--- src/rtl/mips_multicycle_ctrl.sv ---
// -----------------------------------------------------------------------------
// mips_multicycle_ctrl
//
// Control unit for the multicycle MIPS datapath. A Moore main-decoder FSM
// steps each instruction through its datapath phases. A combinational ALU
// decoder turns the FSM's aluop and the instruction's funct field into the
// ALU operation code.
//
// Parameters:
//   ENABLE_ADDI : 1 = addi (op 001000) decoded, 0 = treated as illegal opcode
//   ENABLE_J    : 1 = j    (op 000010) decoded, 0 = treated as illegal opcode
//
// Ports:
//   clk        in   1  rising-edge clock
//   reset      in   1  asynchronous, active-low reset
//   op         in   6  opcode field [31:26] from the instruction register
//   funct      in   6  function field [5:0] from the instruction register
//   zero       in   1  ALU zero flag
//   pcen       out  1  PC register enable (pcwrite | branch & zero)
//   irwrite    out  1  instruction register enable
//   memwrite   out  1  memory write strobe
//   regwrite   out  1  register file write enable
//   iord       out  1  memory address select: 0 = PC, 1 = ALUOut
//   alusrca    out  1  ALU A select: 0 = PC, 1 = register A
//   alusrcb    out  2  ALU B select: 00 = B, 01 = 4, 10 = SignImm, 11 = SignImm<<2
//   regdst     out  1  write-register select: 0 = rt, 1 = rd
//   memtoreg   out  1  write-data select: 0 = ALUOut, 1 = Data
//   pcsrc      out  2  next-PC select: 00 = ALUResult, 01 = ALUOut, 10 = jump
//   alucontrol out  3  ALU operation
//   state_o    out  4  current state encoding (debug)
// -----------------------------------------------------------------------------
module mips_multicycle_ctrl #(
   parameter bit ENABLE_ADDI = 1'b1,
   parameter bit ENABLE_J    = 1'b1
) (
   input  logic       clk,
   input  logic       reset,
   input  logic [5:0] op,
   input  logic [5:0] funct,
   input  logic       zero,
   output logic       pcen,
   output logic       irwrite,
   output logic       memwrite,
   output logic       regwrite,
   output logic       iord,
   output logic       alusrca,
   output logic [1:0] alusrcb,
   output logic       regdst,
   output logic       memtoreg,
   output logic [1:0] pcsrc,
   output logic [2:0] alucontrol,
   output logic [3:0] state_o
);

   // Opcodes recognised by the main decoder
   localparam logic [5:0] OP_RTYPE = 6'b000000;
   localparam logic [5:0] OP_LW    = 6'b100011;
   localparam logic [5:0] OP_SW    = 6'b101011;
   localparam logic [5:0] OP_BEQ   = 6'b000100;
   localparam logic [5:0] OP_ADDI  = 6'b001000;
   localparam logic [5:0] OP_J     = 6'b000010;

   // R-type function codes understood by the ALU decoder
   localparam logic [5:0] FN_ADD = 6'b100000;
   localparam logic [5:0] FN_SUB = 6'b100010;
   localparam logic [5:0] FN_AND = 6'b100100;
   localparam logic [5:0] FN_OR  = 6'b100101;
   localparam logic [5:0] FN_SLT = 6'b101010;

   // ALU operation codes
   localparam logic [2:0] ALU_AND = 3'b000;
   localparam logic [2:0] ALU_OR  = 3'b001;
   localparam logic [2:0] ALU_ADD = 3'b010;
   localparam logic [2:0] ALU_SUB = 3'b110;
   localparam logic [2:0] ALU_SLT = 3'b111;

   // Encodings 12..15 are never entered; the next-state default maps them to FETCH.
   typedef enum logic [3:0] {
      FETCH   = 4'd0,
      DECODE  = 4'd1,
      MEMADR  = 4'd2,
      MEMRD   = 4'd3,
      MEMWB   = 4'd4,
      MEMWR   = 4'd5,
      RTYPEEX = 4'd6,
      RTYPEWB = 4'd7,
      BEQEX   = 4'd8,
      ADDIEX  = 4'd9,
      ADDIWB  = 4'd10,
      JEX     = 4'd11
   } state_t;

   state_t     state;
   state_t     state_next;

   // Raw Moore decodes, before reset gating and the branch term
   logic       pcwrite;
   logic       branch;
   logic       irwrite_s;
   logic       memwrite_s;
   logic       regwrite_s;
   logic [1:0] aluop;

   // ---------------------------------------------------------------------------
   // State register
   // ---------------------------------------------------------------------------
   // NOTE: sequential state uses non-blocking assignments so every flop samples
   // the pre-edge value of its inputs, independent of process ordering.
   always_ff @(posedge clk or negedge reset) begin
      if (!reset) begin
         state <= FETCH;
      end else begin
         state <= state_next;
      end
   end

   // ---------------------------------------------------------------------------
   // Next-state and Moore output decode
   // ---------------------------------------------------------------------------
   // NOTE: every signal driven here receives a default before the case
   // statement, so no path through the block leaves one unassigned and no
   // latch is inferred.
   always_comb begin
      state_next = FETCH;
      pcwrite    = 1'b0;
      branch     = 1'b0;
      irwrite_s  = 1'b0;
      memwrite_s = 1'b0;
      regwrite_s = 1'b0;
      iord       = 1'b0;
      alusrca    = 1'b0;
      alusrcb    = 2'b00;
      regdst     = 1'b0;
      memtoreg   = 1'b0;
      pcsrc      = 2'b00;
      aluop      = 2'b00;

      case (state)
         FETCH: begin
            // PC + 4 is computed and written while the instruction is latched
            alusrcb    = 2'b01;
            irwrite_s  = 1'b1;
            pcwrite    = 1'b1;
            state_next = DECODE;
         end

         DECODE: begin
            // Branch target PC + (SignImm << 2) is precomputed into ALUOut
            alusrcb = 2'b11;
            case (op)
               OP_LW, OP_SW: state_next = MEMADR;
               OP_RTYPE:     state_next = RTYPEEX;
               OP_BEQ:       state_next = BEQEX;
               OP_ADDI:      state_next = ENABLE_ADDI ? ADDIEX : FETCH;
               OP_J:         state_next = ENABLE_J    ? JEX    : FETCH;
               default:      state_next = FETCH;  // illegal opcode: abandon
            endcase
         end

         MEMADR: begin
            alusrca    = 1'b1;
            alusrcb    = 2'b10;
            state_next = (op == OP_LW) ? MEMRD : MEMWR;
         end

         MEMRD: begin
            iord       = 1'b1;
            state_next = MEMWB;
         end

         MEMWB: begin
            memtoreg   = 1'b1;
            regwrite_s = 1'b1;
            state_next = FETCH;
         end

         MEMWR: begin
            iord       = 1'b1;
            memwrite_s = 1'b1;
            state_next = FETCH;
         end

         RTYPEEX: begin
            alusrca    = 1'b1;
            aluop      = 2'b10;
            state_next = RTYPEWB;
         end

         RTYPEWB: begin
            regdst     = 1'b1;
            regwrite_s = 1'b1;
            state_next = FETCH;
         end

         BEQEX: begin
            // Compare A - B; the PC takes ALUOut only if zero is asserted
            alusrca    = 1'b1;
            aluop      = 2'b01;
            pcsrc      = 2'b01;
            branch     = 1'b1;
            state_next = FETCH;
         end

         ADDIEX: begin
            alusrca    = 1'b1;
            alusrcb    = 2'b10;
            state_next = ADDIWB;
         end

         ADDIWB: begin
            regwrite_s = 1'b1;
            state_next = FETCH;
         end

         JEX: begin
            pcsrc      = 2'b10;
            pcwrite    = 1'b1;
            state_next = FETCH;
         end

         default: state_next = FETCH;
      endcase
   end

   // ---------------------------------------------------------------------------
   // ALU decoder
   // ---------------------------------------------------------------------------
   always_comb begin
      alucontrol = ALU_ADD;
      case (aluop)
         2'b00: alucontrol = ALU_ADD;
         2'b01: alucontrol = ALU_SUB;
         2'b10: begin
            case (funct)
               FN_ADD:  alucontrol = ALU_ADD;
               FN_SUB:  alucontrol = ALU_SUB;
               FN_AND:  alucontrol = ALU_AND;
               FN_OR:   alucontrol = ALU_OR;
               FN_SLT:  alucontrol = ALU_SLT;
               default: alucontrol = ALU_ADD;
            endcase
         end
         default: alucontrol = ALU_ADD;
      endcase
   end

   // ---------------------------------------------------------------------------
   // Write enables
   // ---------------------------------------------------------------------------
   // The register sits at FETCH during reset, and FETCH asserts pcwrite and
   // irwrite. The enables are therefore qualified by reset directly, so the
   // downstream enable-flops are never written while reset is held.
   assign pcen     = reset & (pcwrite | (branch & zero));
   assign irwrite  = reset & irwrite_s;
   assign memwrite = reset & memwrite_s;
   assign regwrite = reset & regwrite_s;

   assign state_o  = state;

endmodule

--- config.mk ---
export PLATFORM = sky130hd
export DESIGN_NAME = mips_multicycle_ctrl
export DESIGN_NICKNAME = d
export VERILOG_FILES = /design/src/rtl/mips_multicycle_ctrl.sv
export SDC_FILE = /design/constraint.sdc
export NUM_CORES = 1
export LEC_CHECK = 0
export ABC_AREA = 1
export CAP_MARGIN = 30
export CORE_MARGIN = 10
export CORE_UTILIZATION = 36
export DETAILED_ROUTE_END_ITERATION = 6
export PLACE_DENSITY = 0.83
export SKIP_LAST_GASP = 1
export SLEW_MARGIN = 20
export SYNTH_ARGS = -nofsm -noshare
export SYNTH_HDL_FRONTEND = slang
export SYNTH_SLANG_ARGS = --single-unit
export TNS_END_PERCENT = 10
--- constraint.sdc ---
create_clock -name clk -period 2.39 [get_ports clk]
set_input_delay 0.717 -clock clk [delete_from_list [all_inputs] [get_ports clk]]
set_output_delay 0.717 -clock clk [all_outputs]
set_load 0.02 [all_outputs]
==> Word level (Yosys, flattened, before mapping) <==
Cells that the tools add are included.
{ "totals": {"regBits": 4, "input_bits": 15, "wordCells": 54} }
{ "classes": {"n_eq_ne": 22, "n_mux": 17, "bitwise": 6, "n_reduce_logical": 8} }
{ "op_table": {"columns": ["operator", "n"], "rows": [
  ["$eq A6 B6 Y1 const B", 6],
  ["$pmux W4 S6", 1],
  ["$pmux W4 S5", 1],
  ["$eq A4 B3 Y1 const B", 4],
  ["$eq A4 B4 Y1 const B", 4],
  ["$pmux W3 S4", 1],
  ["$mux W1", 9],
  ["$eq A4 B2 Y1 const B", 2],
  ["$pmux W2 S2", 2],
  ["$reduce_or A2 Y1", 4],
  ["$eq A6 B2 Y1 const B", 1],
  ["$eq A6 B3 Y1 const B", 1],
  ["$eq A6 B4 Y1 const B", 1],
  ["$logic_not A6 Y1", 1],
  ["$pmux W2 S3", 1],
  ["$pmux W3 S2", 1],
  ["$and A1 B1 Y1", 5],
  ["$eq A4 B1 Y1 const B", 1],
  ["$logic_not A4 Y1", 1],
  ["$reduce_or A4 Y1", 1],
  ["$mux W3", 1],
  ["$reduce_or A3 Y1", 1],
  ["$eq A2 B1 Y1 const B", 1],
  ["$eq A2 B2 Y1 const B", 1],
  ["$or A1 B1 Y1", 1]
]} }

==> Depth between registers and ports, before layout <==
Gate-level depths: netlist (run 1).
{ "logic_depth": {"ltp_word": 5, "ltp_mapped": 8, "mapped_depth_nobuf": 8} }

==> Worst setup path after synthesis (run 1) <==
Ideal clock, no wire load.
{ "synth_path": {"path_type": "flip-flop to output port", "from": "register state[1], in the netlist state_o[1]", "to": "output alucontrol[0]", "arrival_ps": 1659, "t_required_ps": 1673, "path_slack_ps": 14, "path_stages_with_launch": 9, "n_path_buf": 0, "cell_sequence": "dfrtp_1 nor2_2 inv_1 nor2_4 inv_1 ha_1 inv_1 nand2_1 a21oi_1"} }
{ "synth_between": {"elab_chain_cells": 4, "elab_cells_between_ends": 6} }
{ "synth_rtl": {"columns": ["element", "line", "text"], "rows": [
  ["from (decl)", "93", "state_t state;"],
  ["from (signal assigned)", "113", "state <= state_next;"],
  ["$eq A4 B4 Y1 / $eq A4 B3 Y1 (equally long branches)", "138", "case (state)"],
  ["$pmux W2 S2 *", "138", null],
  ["$eq A2 B2 Y1 / $eq A2 B1 Y1 (equally long branches)", "230", "case (aluop)"],
  ["$pmux W3 S2 *", "230", null],
  ["to (decl)", "51", "output logic [2:0] alucontrol,"]
]} }
Every way passes the cells marked *; elsewhere a longest branch is shown, timed or not.

==> Final worst setup path (run 1) <==
{ "layout_path": {"from": "register state[2], in the netlist state_o[2]", "to": "output pcsrc[1]"} }
{ "layout_between": {"elab_chain_cells": 2, "elab_cells_between_ends": 3} }
{ "layout_rtl": {"columns": ["element", "line", "text"], "rows": [
  ["$eq A4 B4 Y1", "138", null],
  ["$pmux W2 S2 *", "138", null],
  ["to (decl)", "50", "output logic [1:0] pcsrc,"]
]} }
Marks and branches as above.

==> metrics.md, run 1 <==
| Metric | Value |
|---|---|
| Post-route ant nets | 0 |
| Max reg flops | 4 |
| Post-synthesis simple-gate area fraction | between 50% and 60% |
| Rel. slew slack | about four fifths |
| Post-Syn Area | about 550 µm² |
| RSZ-0062 raised after global routing | true |
| DRC viols | 0 |
| GR Util All Layers | between 10% and 20% |
| Post-synth EDFFs | 0 |
| Post-Syn Nets | ~120 |
| Ys flop type | dfrtp_1 |
| Vias | 844 |
| Largest family of logic cells by synthesized area | simple AND/OR/NAND/NOR gates |
| Routability cong. | between 0.8 and 0.9 |
| Netlist cell types | 13 |
| Pwr Density | ~630 nW/µm² |
| Share of the synthesized area in the top cell type | between 10% and 20% |
| Initial Util | ~37% |
| Measured slew at the worst slew-check pin | approximately 0.29 ns |
| CP Class | reg -> out |
| CP peak stage delay | approximately 0.60 ns |
| Post-DP HPWL | ~1900 µm |
| Slowest cell on the critical path | clkdlybuf4s50_1 |
| Required time worst endpoint | 1.67 ns |
| CP Launch Type | flip-flop |
| Max-cap violations | 0 |
| Antenna diode count | 0 |
| Crit path cell chain | inv_1 -> nand2_1 -> buf_4 -> nor2_1 -> buf_4 -> clkdlybuf4s50_1 |
| Port bufs | 33 |
| Crit path to | pcsrc[1] |
| Path depth of the worst reg2reg path | 7 |
| Post-Syn Instances | approximately 110 |
| Post-synthesis xor/xnor area fraction | 0% |
| Setup ws final | -0.159 ns |
| Crit-path max FO | 5 |
| Post-CTS Setup Bufs | 0 |
| Core area | approximately 1500 µm² |
| Mean post-synth cell area | 5.19 µm² |
| Vias in the first global route | 872 |
| Largest net degree at the start of global routing | 6 |
| H-Tree Depth | 1 |
| CTS tree | done |
| Adder-Cell Fraction of Synth Area | 4.55% |
| Worst R2R Start | state_o[3] |
| Wire per inst | approximately 12 µm |
| Number of clock sinks | 4 |
| Worst Hold Class | reg -> reg |
| Failing checks | setup timing |
| Root Buffer | clkbuf_4 |
| Post-synthesis mux area share | 0% |
| Avg Vias per Cell | between 4 and 5 |
| CP most frequent cell | buf_4 |
| CTS buffer count | 3 |
| Top post-synthesis cells by count | nand2_1 (24), nor2_1 (24), inv_1 (21) |
| Number of fill cells in the layout | 150 |
| Number of synthesized register bits | 4 |
| Worst Skew | about 0.00020 ns |
| Crit path launch | state_o[2] |
| Clk buf depth | 2 |
| Grt total ovfl | 0 |
| Final wirelength | 2130 µm |
| Largest area contributor in the netlist | dfrtp_1 |
| Crit path time final | 2.55 ns |
| Delay-heaviest family, CP | buffers and inverters |
| CP Capture Type | output pin |
| I/O pins | 34 |
| Final Max Tran Viols | 0 |
| Clock Latency Late Sink | between 0.2 and 0.25 ns |
| Final Cycle Share | 107% |
| Sequential area share after synthesis | between 15 and 20% |
| Worst Path Buf+Inv | 4 |
| Synth async-reset ratio | 100% |
| Die height | 59.1 µm |
| Antenna violations before repair | 0 |
| Max Freq | a little under 0.4 GHz |
| R2r endpoint | state_o[1] |
| Synth Area in Compound Gates | 8.18% |
| Hold slack final | 0.748 ns |
| Layout cell share with drive strength beyond 1 | roughly 18% |
| Area contributors post-synth | dfrtp_1 (18%), nand2_1 (16%), nor2_1 (16%) |
| Leak | about 0.6 nW |
| First-pass DRT Iterations | 4 |
| Maximum VDD drop | 524 µV |
| Hold Vio Cnt, Final | 0 |
| Die ar. | around 3500 µm² |
| Final setup fails | 13 |
| Reg2Reg Setup Slack | between 1 and 1.5 ns |
| Chip Width | 59.1 µm |
| CP arrival | between 1.5 and 2 ns |
| Hold buffers post-CTS | 0 |
| Status | complete, but fails checks |
| YS warnings | 0 |
| Total power | between 600 and 700 µW |
| Initial drt markers | 11 |
| Site row count | 14 |
| Nets | approximately 180 |
| First-pass GRT wire length | between 3000 and 4000 µm |
| Synth-to-Final Area Change | 87.3% |
| Stages on worst setup path | 6 |
| Clock transition at path regs | ~0.040 ns |
==> worst reg2reg max path, stage by stage, from the launching register on <==
cell and delay [ns]:
dfrtp_1 0.39, buf_4 0.15, nor2_1 0.21, buf_4 0.17, nand2_1 0.05, nor2_1 0.09
nor2_1 0.06, nand2_1 0.08
==> how the worst min path moves through the flow <==
stage	from	end	slack (ns)	cells past startpoint
finish	state_o[1]	state_o[0]	0.75	5
global route	state_o[1]	state_o[0]	0.80	5
detailed placement	state_o[1]	state_o[0]	0.73	5
CTS	state_o[1]	state_o[0]	0.74	5
global placement	state_o[1]	state_o[0]	0.72	5
floorplan	reset	state_o[0]	0.42	0
==> area by class of cell <==
cell class / instances / area (µm²) / area share (%)
Inverter: 22 / 82.6 / 8.01
Multi-Input combinational cell: 80 / 368 / 35.7
Clock buffer: 3 / 22.5 / 2.18
Timing Repair Buffer: 50 / 438 / 42.5
Tap cell: 16 / 20.0 / 1.94
Sequential cell: 4 / 100 / 9.71
==> repair_timing <==
action / in CTS / in global routing
pin swaps: 0 / 0
resized for setup: 17 / 2
setup endpoints to repair: 15 / 15
endpoints found under the hold margin: 0 / 0
==> routing by layer <==
layer  global-route usage (%)  part of all wire [%]  up-vias
li1                         -                     -      435
met1                     12.9                    42      381
met2                     23.7                    52       26
met3                     3.43                   5.4        2
met4                     3.93                   1.2        0
met5                        0                     0        -
==> where the power goes <==
part	switching, mW	internal (mW)	total, mW
registers	0.0162	0.0843	0.101
clock network	0.0274	0.0562	0.0835
logic	0.266	0.200	0.466
total	0.310	0.341	0.650
==> cells in the final DEF (no fill, tap or decap) <==
| cell type | n |
|---|---|
| clkdlybuf4s50_1 | 23 |
| nand2_2 | 1 |
| nor2_2 | 2 |
| buf_2 | 3 |
| a21oi_1 | 5 |
| nand4_1 | 2 |
| inv_1 | 21 |
| ha_1 | 2 |
| nand2_1 | 24 |
| dlymetal6s2s_1 | 1 |
| nor2_4 | 1 |
| buf_4 | 17 |
| o21ai_0 | 4 |
| nand3_1 | 15 |
| inv_2 | 1 |
| nor2_1 | 24 |
| dlygate4sd2_1 | 6 |
| clkbuf_4 | 3 |
| dfrtp_1 | 4 |
==> stage by stage <==
stage	instances	utilization [%]	TNS (ns)	area (µm²)	setup slack [ns]
2_1_floorplan	106	-	0	551	0.0141
3_3_place_gp	172	69.9	-2.90	1030	-0.514
3_5_place_dp	172	69.9	-3.12	1030	-0.595
4_1_cts	175	70.3	-1.33	1030	-0.206
5_1_grt	175	70.1	-2.36	1030	-0.259
6_report	175	70.1	-0.928	1030	-0.159
==> logic make-up (layout without fill, tap and decap cells) <==
logic type,after synthesis,in the layout
simple gates,69,69
compound gates,9,9
flops,4,4
fa+ha+maj,2,2
buf+inv,22,75
(Power assumes the default switching activity.)
==> run 2, diff against run 1 <==
--- a/config.mk
+++ b/config.mk
@@ -10,8 +10,9 @@
 export CORE_MARGIN = 10
 export CORE_UTILIZATION = 36
 export DETAILED_ROUTE_END_ITERATION = 6
+export MAX_ROUTING_LAYER = met4
 export PLACE_DENSITY = 0.83
-export SKIP_LAST_GASP = 1
+export RECOVER_POWER = 50
 export SLEW_MARGIN = 20
 export SYNTH_ARGS = -nofsm -noshare
 export SYNTH_HDL_FRONTEND = slang
==> metrics.md, run 2 (same netlist as run 1, synthesis figures left out) <==
| Metric | Value |
|---|---|
| Worst Skew | 0.000753 ns (+0.000551 ns) |
| Final wirelength | 2300 µm (+7.9%) |
| Post-route ant nets | 0 (unchanged) |
| Slowest cell on the critical path | dfrtp_2 |
| TNS Setup | 0 ns (+0.928 ns) |
| H-Tree Depth | 1 (unchanged) |
| CP Capture Type | output pin |
| Die height | 59.1 µm (unchanged) |
| Crit path cell chain | buf_4 -> nor2_4 -> nand2_2 -> inv_2 -> ha_4 -> inv_2 -> nand2_1 -> a21oi_2 -> buf_6 |
| Setup WS pre-CTS | -0.595 ns (unchanged) |
| Finished Cell Area | 1090 µm² (+6.2%) |
| Core area | 1470 µm² (unchanged) |
| Number of clock sinks | 4 (unchanged) |
| Port bufs | 33 (unchanged) |
| Clk buf depth | 2 (unchanged) |
| Initial Util | 37.4% (unchanged) |
| Reg2Reg Setup Slack | 1.14 ns (about the same) |
| Crit path time final | 2.34 ns (-0.207 ns) |
| Chip Width | 59.1 µm (unchanged) |
| GR Util All Layers | 13.0% (+0.39 points) |
| CTS tree | done |
| Die ar. | 3490 µm² (unchanged) |
| Avg Vias per Cell | 4.83 (+0.24%) |
| Vias in the first global route | 872 (unchanged) |
| Required time worst endpoint | 1.67 ns (about the same) |
| Rel. slew slack | 80.6% (-0.088 points) |
| Final Max Tran Viols | 0 (unchanged) |
| RSZ-0062 raised after global routing | true |
| Measured slew at the worst slew-check pin | 0.290 ns (+0.00132 ns) |
| Total power | 668 µW (+2.7%) |
| Layout cell share with drive strength beyond 1 | 30.8% (+13 points) |
| Max Freq | 0.427 GHz (+8.8%) |
| CP most frequent cell | inv_2 |
| Setup ws final | 0.0480 ns (+0.207 ns) |
| Initial drt markers | 28 (+17) |
| Final setup fails | 0 (-13) |
| Clock Latency Late Sink | 0.23 ns (about the same) |
| I/O pins | 34 (unchanged) |
| CP Launch Type | flip-flop |
| First-pass GRT wire length | 3650 µm (+0.58%) |
| Dpl cell area | 1030 µm² (unchanged) |
| Synth-to-Final Area Change | 98.9% |
| Crit-path max FO | 4 (-1) |
| Clock transition at path regs | 0.04 ns (about the same) |
| Post-CTS Setup Bufs | 0 (unchanged) |
| Vias | 846 (+0.24%) |
| Largest net degree at the start of global routing | 6 (unchanged) |
| Max-cap violations | 0 (unchanged) |
| CP arrival | 1.62 ns (-0.21 ns) |
| First-pass DRT Iterations | 4 (unchanged) |
| Hold Vio Cnt, Final | 0 (unchanged) |
| Antenna diode count | 0 (unchanged) |
| CP peak stage delay | 0.43 ns (-0.17 ns) |
| Antenna violations before repair | 0 (unchanged) |
| DRC viols | 0 (unchanged) |
| Status | finished clean |
| Final Cycle Share | 98.0% (-8.6 points) |
| Worst Path Buf+Inv | 4 (unchanged) |
| Placed Cells | 172 (unchanged) |
| Nets | 178 (unchanged) |
| Delay-heaviest family, CP | flip-flops |
| Root Buffer | clkbuf_4 |
| Site row count | 14 (unchanged) |
| Grt total ovfl | 0 (unchanged) |
| Cell Count, Final, Fillers Out | 175 (unchanged) |
| Wire per inst | 13.1 µm (+7.9%) |
| CP Class | reg -> out |
| Maximum VDD drop | 557 µV (+6.4%) |
| Routability cong. | 0.838 (+1.5%) |
| Max reg flops | 4 (unchanged) |
| Commonest non-fill, non-tap cell in the layout | nor2_1 |
| Commonest cells after routing, fill and taps aside | nor2_1 (22), nand2_1 (21), buf_4 (19) |
| Worst Hold Class | reg -> reg |
| Leak | 0.636 nW (+6.5%) |
| Pwr Density | 610 nW/µm² (-3.3%) |
| Post-DP HPWL | 1900 µm (unchanged) |
| CTS buffer count | 3 (unchanged) |
-- run 2: cell count changes in the layout (fill, tap and decap cells not counted), moves of 4 or more --
cell,delta
clkdlybuf4s50_1,-15
dlygate4sd3_1,+4
dlymetal6s2s_1,+5
inv_1,-5
inv_2,+5
-- run 2: what timing repair did --
| item | CTS | global route |
|---|---|---|
| gates resized for setup | 38 | 36 |
| endpoints found under the setup margin | 15 | 8 |
| hold buffers | 0 | 0 |
| pin swaps | 0 | 9 |
-- run 2: area by class of cell --
class / instances / area, µm²
Sequential cell: 4 / 103
Clock buffer: 3 / 22.5
Inverter: 22 / 82.6
Fill cell: 140 / 377
Multi-Input combinational cell: 80 / 422
Timing Repair Buffer: 50 / 445
Tap cell: 16 / 20.0
-- run 2: stage by stage --
stage	utilization (%)	hold slack, ns
global route	74.4	0.785
floorplan	-	0.421
finish	74.4	0.726
global placement	69.9	0.717
CTS	69.1	0.739
detailed placement	69.9	0.729
-- run 2: power breakdown --
group | internal (mW) | switching [mW] | leakage, nW
Clock | 0.0561 | 0.0259 | 0.0138
Combinational | 0.198 | 0.280 | 0.572
Sequential | 0.0865 | 0.0210 | 0.0506
-- run 2: worst reg2reg max path, cell delays in order (launching register included) --
cell,delay [ns]
dfrtp_1,0.39
buf_4,0.15
nor2_1,0.20
buf_4,0.16
nand2_1,0.05
nor2_1,0.09
nor2_1,0.06
nand2_1,0.07
-- run 2: per-layer routing --
layer  part of all wire [%]  GRT usage [%]  vias up  routed length, µm
li1                       -              -      435                  -
met1                     38           12.8      378                884
met2                     54           23.9       31               1230
met3                    6.9           3.65        2                158
met4                    1.0           3.93        0                 24
met5                      0              -        -                  0
-- run 2: path summary, 6_finish.rpt --
check	start	end	cells past startpoint
max	state_o[0]	alucontrol[0]	9
min	state_o[1]	state_o[0]	5
max reg2reg	state_o[3]	state_o[1]	7
min reg2reg	state_o[1]	state_o[0]	5
max in group asynchronous	reset	state_o[0]	2
min in group asynchronous	reset	state_o[1]	2
==> run 3, diff against run 2 <==
--- a/config.mk
+++ b/config.mk
@@ -5,13 +5,12 @@
 export SDC_FILE = /design/constraint.sdc
 export NUM_CORES = 1
 export LEC_CHECK = 0
-export ABC_AREA = 1
 export CAP_MARGIN = 30
 export CORE_MARGIN = 10
-export CORE_UTILIZATION = 36
+export CORE_UTILIZATION = 35
 export DETAILED_ROUTE_END_ITERATION = 6
 export MAX_ROUTING_LAYER = met4
-export PLACE_DENSITY = 0.83
+export PLACE_DENSITY = 0.82
 export RECOVER_POWER = 50
 export SLEW_MARGIN = 20
 export SYNTH_ARGS = -nofsm -noshare
==> metrics.md, run 3 <==
| Metric | Value |
|---|---|
| Status | complete, but fails checks |
| Failing checks | setup timing |
| Post-Syn Nets | 92 (-25%) |
| Die ar. | 3440 µm² (-1.5%) |
| Final Cycle Share | 105% (+6.7 points) |
| Vias | 767 (-9.3%) |
| Max-cap violations | 0 (unchanged) |
| Worst Path Buf+Inv | 2 (-2) |
| Number of fill cells in the layout | 118 (-16%) |
| Slowest cell on the critical path | clkdlybuf4s50_1 |
| Multi-input logic area | 449 µm² (+6.5%) |
| CP Capture Type | output pin |
| Share of the synthesized area in the top cell type | 19.1% (+0.96 points) |
| Worst Skew | 0.00635 ns (+0.00560 ns) |
| Placed Cells | 134 (-22%) |
| Post-route ant nets | 0 (unchanged) |
| Worst Hold Class | in -> async |
| Maximum VDD drop | 552 µV (-1.0%) |
| Synth-to-Final Area Change | 94.7% |
| R2r endpoint | state_o[2] |
| Chip Width | 58.7 µm (-0.76%) |
| Max reg flops | 4 (unchanged) |
| Die height | 58.7 µm (-0.76%) |
| Routability cong. | 0.886 (+5.7%) |
| Hold buffers post-CTS | 0 (unchanged) |
| Port bufs | 33 (unchanged) |
| Internal | 328 µW (-4.0%) |
| Commonest cells after routing, fill and taps aside | buf_4 (16), dlygate4sd2_1 (12), clkdlybuf4s50_1 (9) |
| Post-CTS Setup Bufs | 0 (unchanged) |
| Post-synth EDFFs | 0 (unchanged) |
| Initial drt markers | 6 (-79%) |
| TNS Setup | -0.157 ns (-0.157 ns) |
| Synth async-reset ratio | 100% (unchanged) |
| Comb power frac | 70.3% (-1.3 points) |
| Core area | 1350 µm² (-8.2%) |
| Clock Latency Late Sink | 0.23 ns (about the same) |
| Total power | 609 µW (-8.8%) |
| Rel. slew slack | 78.9% (-1.7 points) |
| Post-Syn Area | 523 µm² (-5.0%) |
| DRC viols | 0 (unchanged) |
| Clk buf depth | 2 (unchanged) |
| Final wirelength | 2300 µm (about the same) |
| CP Launch Type | primary input |
| Seq pwr share | 16.3% (+0.2 points) |
| Post-Syn Instances | 75 (-29%) |
| Path depth of the worst reg2reg path | 4 (-3) |
| Final Max Tran Viols | 0 (unchanged) |
| Most common cell in the netlist | nor2_1 |
| Nets | 141 (-21%) |
| CTS tree | done |
| Worst R2R Start | state_o[0] |
| Site row count | 13 (-1) |
| CP arrival | 1.79 ns (+0.17 ns) |
| Final setup fails | 3 (+3) |
| YS warnings | 0 (unchanged) |
| Area contributors post-synth | dfrtp_1 (19%), nor3b_1 (7.2%), nor3_1 (5.7%) |
| Layout cell share with drive strength beyond 1 | 27.9% (-2.9 points) |
| P_sw | 281 µW (-14%) |
| Crit path time final | 2.50 ns (+0.160 ns) |
| Layout Utilization | 75.4% (+1.0 points) |
| Max Freq | 0.400 GHz (-6.4%) |
| Largest area contributor in the netlist | dfrtp_1 |
| Sequential area share after synthesis | 19.1% (+0.96 points) |
| Pwr Density | 598 nW/µm² (-2.0%) |
| H-Tree Depth | 1 (unchanged) |
| Setup ws final | -0.112 ns (-0.160 ns) |
| Post-DP HPWL | 1780 µm (-6.5%) |
| First-pass GRT wire length | 3710 µm (+1.7%) |
| Root Buffer | clkbuf_4 |
| Reg2Reg Setup Slack | 0.82 ns (-0.32 ns) |
| Antenna diode count | 0 (unchanged) |
| Grt total ovfl | 0 (unchanged) |
| Crit-path max FO | 3 (-1) |
| Measured slew at the worst slew-check pin | 0.317 ns (+0.0266 ns) |
| Avg Vias per Cell | 5.60 (+16%) |
| First-pass DRT Iterations | 4 (unchanged) |
| CP Class | in -> out |
| Netlist cell types | 31 (+18) |
| I/O pins | 34 (unchanged) |
| Crit path cell chain | clkdlybuf4s50_1 -> nor2b_4 -> nand2_1 -> a211o_1 -> buf_6 |
| Number of synthesized register bits | 4 (unchanged) |
| RSZ-0062 raised after global routing | true |
| Required time worst endpoint | 1.67 ns (about the same) |
| Number of clock sinks | 4 (unchanged) |
| GR Util All Layers | 13.6% (+0.66 points) |
| Cell Count, Final, Fillers Out | 137 (-22%) |
| Mean post-synth cell area | 6.97 µm² (+34%) |
| Leak | 0.465 nW (-27%) |
| Ys flop type | dfrtp_1 |
| Clock power share | 13.4% (+1.1 points) |
| Commonest non-fill, non-tap cell in the layout | buf_4 |
| Vias in the first global route | 793 (-9.1%) |
| FF+latch area | 101 µm² (-1.2%) |
| CP peak stage delay | 0.45 ns (+0.02 ns) |
| Top post-synthesis cells by count | nor2_1 (8), nor3_1 (6) |
| Wire per inst | 16.8 µm (+28%) |
| Clock transition at path regs | 0.04 ns (about the same) |
| CTS buffer count | 3 (unchanged) |
| Setup WS pre-CTS | -0.777 ns (-0.182 ns) |
| Delay-heaviest family, CP | buffers and inverters |
| Antenna violations before repair | 0 (unchanged) |
| Hold Vio Cnt, Final | 0 (unchanged) |
| Largest net degree at the start of global routing | 15 (+9) |
| Initial Util | 38.7% (+1.3 points) |
| Sw Ratio | 46.2% (-2.7 points) |
[run 3: cell types whose count changed after synthesis, sizes merged, moves of 5 or more]
cell,previous run,this run
inv,22,5
nand2,25,5
nand3,15,5
nor2,27,8
nor3,0,6
nor3b,0,5
[run 3: kinds of logic (layout without fill, tap and decap cells)]
group	count (synthesis)	after routing	share of synthesized area [%]
adders and majority gates	2	2	4.78
DFF	4	4	19.1
and+or+nand+nor	43	43	44.5
xor gates and xnor gates	2	2	3.35
AOI/OAI and AO/OA	15	15	20.8
buffers and inverters	9	56	7.42
[run 3: worst max path at each step]
stage                           from             to  slack, ns  cells after the start
after floorplan           state_o[1]  alucontrol[2]       0.01                      5
after detailed placement    funct[1]  alucontrol[0]      -0.78                      5
after CTS                   funct[4]  alucontrol[1]      -0.11                      5
after global placement      funct[2]  alucontrol[0]      -0.69                      5
after global routing      state_o[1]  alucontrol[1]      -0.14                      6
final                       funct[4]  alucontrol[1]      -0.11                      5
[run 3: power by group through the flow]
| stage | logic (mW) | registers, mW | clock network (mW) |
|---|---|---|---|
| 2_1_floorplan | 0.198 | 0.117 | 0 |
| 6_report | 0.428 | 0.0994 | 0.0817 |
| 3_3_place_gp | 0.438 | 0.0946 | 0 |
| 3_5_place_dp | 0.448 | 0.0963 | 0 |
| 5_1_grt | 0.461 | 0.101 | 0.0914 |
| 4_1_cts | 0.428 | 0.0979 | 0.0832 |
[run 3: layout make-up]
class / count / share of cell area, %
multi-input cells: 62 / 44.1
flip-flops and latches: 4 / 9.95
clock buffers: 3 / 2.21
repair buffers: 48 / 39.8
inverters: 5 / 2.09
well taps: 15 / 1.84
[run 3: timing repair]
item	in CTS	in global routing
pin swaps	3	0
resized for setup	52	7
setup endpoints to repair	13	8
[run 3: metrics by stage]
| step | hold slack (ns) | cell area [µm²] |
|---|---|---|
| floorplan | 0.421 | 534 |
| global placement | 0.617 | 976 |
| detailed placement | 0.641 | 976 |
| CTS | 0.615 | 1030 |
| global route | 0.671 | 1020 |
| finish | 0.634 | 1020 |
[run 3: metal layers]
metal  track usage (%)  vias to the layer above  share of wire, %
met5                 -                        -                 0
met4              1.97                        0                 0
met3              3.65                        0               5.6
met2              25.3                       33                51
met1              14.2                      365                43
li1                  -                      369                 -
